**src/rtl/sr_cmd_gen.sv**
```systemverilog
// Command stage for the SR flip-flop: synchronises, debounces and edge-detects
// the set/clear buttons and issues mutually exclusive single-cycle s/r pulses.
module sr_cmd_gen #(
    parameter int DB_CYCLES = 4,
    parameter int CW        = 8
) (
    input  logic          clk,
    input  logic          rst,
    input  logic          set_in,
    input  logic          clr_in,
    input  logic          en,
    output logic          s,
    output logic          r,
    output logic          conflict,
    output logic [CW-1:0] cmd_cnt
);

    localparam logic [7:0] DB_LAST = 8'(DB_CYCLES - 1);
    localparam logic [CW-1:0] CNT_MAX = '1;

    // Channel index 0 is the set request, 1 is the clear request.
    logic [1:0]    sync1_q;
    logic [1:0]    sync2_q;
    logic [1:0]    db_q;
    logic [7:0]    dcnt_q [2];
    logic [1:0]    qual;

    logic          s_q, s_d;
    logic          r_q, r_d;
    logic          conflict_q, conflict_d;
    logic [CW-1:0] cmd_cnt_q, cmd_cnt_d;

    // A channel qualifies on the edge where its debounced level rises.
    always_comb begin
        qual = '0;
        for (int i = 0; i < 2; i++) begin
            qual[i] = sync2_q[i] && !db_q[i] && (dcnt_q[i] == DB_LAST);
        end
    end

    always_comb begin
        s_d        = qual[0] && !qual[1] && en;
        r_d        = qual[1] && !qual[0] && en;
        conflict_d = qual[0] && qual[1];
        cmd_cnt_d  = cmd_cnt_q;
        if ((s_d || r_d) && (cmd_cnt_q != CNT_MAX)) begin
            cmd_cnt_d = cmd_cnt_q + 1'b1;
        end
    end

    always_ff @(posedge clk or negedge rst) begin
        if (!rst) begin
            sync1_q <= '0;
            sync2_q <= '0;
            db_q    <= '0;
            for (int i = 0; i < 2; i++) begin
                dcnt_q[i] <= '0;
            end
        end else begin
            sync1_q <= {clr_in, set_in};
            sync2_q <= sync1_q;
            for (int i = 0; i < 2; i++) begin
                if (sync2_q[i] == db_q[i]) begin
                    dcnt_q[i] <= '0;
                end else if (dcnt_q[i] == DB_LAST) begin
                    db_q[i]   <= sync2_q[i];
                    dcnt_q[i] <= '0;
                end else begin
                    dcnt_q[i] <= dcnt_q[i] + 8'd1;
                end
            end
        end
    end

    always_ff @(posedge clk or negedge rst) begin
        if (!rst) begin
            s_q        <= 1'b0;
            r_q        <= 1'b0;
            conflict_q <= 1'b0;
            cmd_cnt_q  <= '0;
        end else begin
            s_q        <= s_d;
            r_q        <= r_d;
            conflict_q <= conflict_d;
            cmd_cnt_q  <= cmd_cnt_d;
        end
    end

    assign s        = s_q;
    assign r        = r_q;
    assign conflict = conflict_q;
    assign cmd_cnt  = cmd_cnt_q;

endmodule

```
**config.mk**
```make
export PLATFORM = sky130hd
export DESIGN_NAME = sr_cmd_gen
export DESIGN_NICKNAME = d
export VERILOG_FILES = /design/src/rtl/sr_cmd_gen.sv
export SDC_FILE = /design/constraint.sdc
export NUM_CORES = 1
export LEC_CHECK = 0
export BUFFER_PORTS_ARGS = -buffer_cell sky130_fd_sc_hd__buf_2
export CORE_MARGIN = 4
export CORE_UTILIZATION = 50
export DETAILED_ROUTE_END_ITERATION = 8
export GPL_TIMING_DRIVEN = 1
export HOLD_SLACK_MARGIN = 0.05
export PLACE_DENSITY = 0.74
export SYNTH_ARGS = -nofsm -noshare
export SYNTH_HDL_FRONTEND = slang
export SYNTH_SLANG_ARGS = --single-unit
```
**constraint.sdc**
```tcl
create_clock -name clk -period 2.31 [get_ports clk]
set_clock_uncertainty 0.2 [all_clocks]
set_input_delay 0.231 -clock clk [delete_from_list [all_inputs] [get_ports clk]]
set_output_delay 0.231 -clock clk [all_outputs]
set_load 0.005 [all_outputs]
```
Word-level counts from Yosys, hierarchy flattened
Cells that the tools add are included.
Widths: inputs -> output; s select.
{"block": "word_totals", "regBits": 33, "latchBits": 0, "ramBits": 0, "mem_bits_ro": 0, "inputBits": 5, "out_inout_bits": 11, "wordCells": 41, "mem_count": 0}
{"block": "op_classes", "add_sub_neg": 3, "mul": 0, "div_mod_pow": 0, "n_lt_le_gt_ge": 0, "n_eq_ne": 5, "n_shift": 0, "mux": 4, "n_bitwise": 2, "reduce_logical": 17}
{"cell": "$mux 8", "n": 4}
{"cell": "$add 8x1->8 const B", "n": 3}
{"cell": "$eq 8x2->1 const B", "n": 2}
{"cell": "$logic_and 1x1->1", "n": 10}
{"cell": "$ne 8x8->1 const B", "n": 1}
{"cell": "$logic_not 1->1", "n": 4}
{"cell": "$reduce_and 2->1", "n": 2}
{"cell": "$eq 1x1->1", "n": 2}
{"cell": "$not 1->1", "n": 2}
{"cell": "$logic_or 1x1->1", "n": 1}

Longest topological paths before layout
{"block": "depth", "depth_word": 8, "mapped_depth": 7, "ltp_nobuf": 7}

Worst setup path before layout
No wires, ideal clock.
{"block": "synth_path", "kind": "register -> register", "startpoint": "reg dcnt_q[0] (netlist name)", "endpoint": "reg cmd_cnt_q[6], in the netlist cmd_cnt[6]", "arrival_time_ns": 1.707, "required_ns": 1.983, "setup_slack_ns": 0.276, "path_stages_with_launch": 7, "path_buffers": 0, "period_less_slack_ns": 2.034, "path_cell_list": "dfrtp_1 -> ha_1 -> nor4b_2 -> nand2_2 -> xor2_2 -> nand4_1 -> mux2_1"}
{"block": "synth_via", "elab_chain_len": 7, "word_cells_on_any_way": 9, "classes_between": "eq/ne (1); reduce/logical (8)"}
{"element": "start, declared", "line_no": "25", "text": "logic [7:0] dcnt_q [2];"}
{"element": "start signal, assigned by index", "line_no": "69", "text": "dcnt_q[i] <= dcnt_q[i] + 8'd1;"}
{"element": "$eq 8x2->1 *", "line_no": "37", "text": "qual[i] = sync2_q[i] && !db_q[i] && (dcnt_q[i] == DB_LAST);"}
{"element": "$logic_and 1x1->1 *", "line_no": "37"}
{"element": "$logic_not 1->1", "line_no": "42", "text": "s_d = qual[0] && !qual[1] && en;"}
{"element": "$logic_and 1x1->1 (2 in series)", "line_no": "42"}
{"element": "$logic_or 1x1->1 *", "line_no": "46", "text": "if ((s_d || r_d) && (cmd_cnt_q != CNT_MAX)) begin"}
{"element": "$logic_and 1x1->1 *", "line_no": "46"}
{"element": "end signal, assigned", "line_no": "85", "text": "cmd_cnt_q <= cmd_cnt_d;"}
{"element": "end, declared", "line_no": "31", "text": "logic [CW-1:0] cmd_cnt_q, cmd_cnt_d;"}
Every way passes the cells marked *; elsewhere a longest branch is shown, timed or not.
A chain may end at the register's enable or synchronous reset.

Worst setup path in the final report
Ends and elaborated chain as after synthesis.

==> run summary <==
status - finished, final reports clean
register share of total power - 52.9%
clock sink total - 33
pwr dens - 817 nW/um^2
drt wl/cell - 12.8 um
leading area contributor after synthesis - dfrtp_1
TritonCTS buffer count - 5
Via Count - 981
total track usage - 14.1%
Die Y - 62.2 um
RSZ-0062 raised after global routing - false
sequential area share after synthesis - 56.1%
top-count cell post-synth - dfrtp_1
Crit. End Element - flop
Power, Total - 0.00139 W
Gates resized, CTS repair - 0
non-filler instance count after layout - 188
post-layout util - 61.0%
top cell type's share of synthesized area - 56.1%
initial antenna violation count - 0
Crit path arrival time - 2.12 ns
Worst Hold Class - flop to flop
# diodes - 0
library cells used by synthesis - 26
CP Max Fanout - 5
worst slew pin tran - 0.695 ns
Final Hold Viols - 0
cts hold-fix bufs - 4
pin count of the biggest net entering global routing - 34
vias per cell - 5.22
Slew Limit Fails - 0
die width - 62.2 um
vias in the first global route - 1030
Area Overhead vs Synth - 15.2%
First DRT Iteration DRCs - 46
syn_nets - 141
fin nets - 166
P_leak - 0.842 nW
CP startpoint kind - flop
synth cell count leaders - dfrtp_1 (33), nor2_1 (20), nand3_1 (15)
fill count - 247
port buffer count - 15
drt pass-1 iters - 4
GR Overflow Total - 0
Clock Path Buffers - 2
Die ar. - 3870 um^2
Comb power frac - 20.5%
first-pass GRT wire length - 4400 um
Synth Register Bits - 33
required time worst endpoint - 2.33 ns
setup TNS - 0 ns
Yosys Warn Count - 0
synthesized area per cell - 11.2 um^2
H-tree Lvls - 2
asr flop ratio synth - 100%
Worst-path clk slew - 0.10 ns
min cycle time layout - 2.10 ns
kind of critical path - flop to flop
Setup Fix Bufs, Post-CTS - 0
WL final - 2400 um
DP HPWL - 1750 um
P_sw - 0.000429 W
fmax - 477 MHz
internal power - 0.000957 W
clock root cell - clkbuf_4
I/O pins - 16
Clock power frac - 26.7%
Final GP Congestion - 0.807
predominant post-synthesis flop cell - dfrtp_1
# placed instances - 176
Routed Antenna Nets - 0
Core Box Area - 2780 um^2
cell area after synthesis - 1470 um^2
number of max-cap violations - 0
synth top area cells - dfrtp_1 (56%), xor2_1 (6.0%), nand3_1 (5.1%)
maximum VDD drop - 0.570 mV
Core Rows - 19
setup violators final - 0
Synth Instances - 131
Starting Density - 52.9%
worst-skew pair later-pin latency - 0.33 ns
drt drc - 0
EDFF count, synth - 0
Slew headroom - 53.7%
switching part of the total - 30.9%
CTS tree - yes
fin crit share - 90.8%
layout cell share with drive strength beyond 1 - 20.4%
cell usage in the layout (no fill, tap or decap), drive strengths merged, types with 5 or more instances in the layout:
cell type,n
dfrtp,33
nor2,20
nand3,16
buf,16
xor2,11
and3,9
xnor2,8
clkbuf,7
inv,5
ha,5
cell families (layout without fill, tap and decap cells):
kind of cell / Yosys count / count (layout) / share of synthesized area (%)
simple gates: 63 / 63 / 23.8
flops: 33 / 33 / 56.1
xor+xnor: 19 / 19 / 11.8
buf+inv: 7 / 33 / 1.79
fa+ha+maj: 5 / 5 / 4.25
compound gates: 2 / 2 / 0.680
mux: 2 / 2 / 1.53
metrics by stage:
step / instance area [um^2] / setup slack, ns / hold WS, ns
after global routing: 1700 / 0.0669 / 0.163
after global placement: 1590 / 0.312 / 0.118
after floorplan: 1470 / 0.276 / -0.265
after detailed placement: 1590 / 0.182 / 0.127
after CTS: 1700 / 0.177 / 0.160
final: 1700 / 0.214 / 0.156
layout make-up:
| type | instances | area [um^2] | area share (%) |
|---|---|---|---|
| timing repair buffer | 20 | 123 | 7.23 |
| inverter | 5 | 18.8 | 1.11 |
| tap | 31 | 38.8 | 2.29 |
| multi-input combinational | 91 | 619 | 36.5 |
| sequential | 33 | 826 | 48.7 |
| clock inverter | 1 | 5.00 | 0.295 |
| clock buffer | 7 | 65.1 | 3.84 |
critical path, cell delays in order (launching register included):
cell and delay, ns:
dfrtp_1 0.42, ha_1 0.24, nor4b_2 0.29, nand2_2 0.14, xor2_2 0.23, nand4_1 0.14, mux2_1 0.33
layer usage:
layer	GRT usage, %	wire length [um]	vias to the layer above
met5	0	0	-
met1	16.4	1100	458
met3	6.13	140	8
met4	6.23	51	0
li1	-	-	490
met2	22.4	1110	25
path summary, 6_finish.rpt:
path,start,to,slack [ns],cells after the start
worst max-delay path,dcnt_q[0]$_DFF_PN0_,cmd_cnt[6]$_DFFE_PN0P_,0.21,6
worst min-delay path,sync1_q[0]$_DFF_PN0_,sync2_q[0]$_DFF_PN0_,0.16,0
worst max register to register,dcnt_q[0]$_DFF_PN0_,cmd_cnt[6]$_DFFE_PN0P_,0.21,6
worst min register to register,sync1_q[0]$_DFF_PN0_,sync2_q[0]$_DFF_PN0_,0.16,0
max in group asynchronous,rst,sync2_q[1]$_DFF_PN0_,1.19,2
min in group asynchronous,rst,cmd_cnt[7]$_DFFE_PN0P_,0.27,2
flip-flops by register name (all words and copies together), names as in the netlist:
signal	flops
cmd_cnt	8
dcnt_q	16
sync1_q	2
sync2_q	2
db_q	2
r	1
s	1
conflict	1
power by group through the flow:
stage | Combinational [W] | Sequential (W) | Clock, W
floorplan | 0.000208 | 0.000730 | 0
global placement | 0.000277 | 0.000738 | 0
detailed placement | 0.000284 | 0.000744 | 0
CTS | 0.000291 | 0.000732 | 0.000382
global route | 0.000335 | 0.000745 | 0.000409
finish | 0.000284 | 0.000733 | 0.000369
No activity file was read; power rests on OpenSTA's default activity.
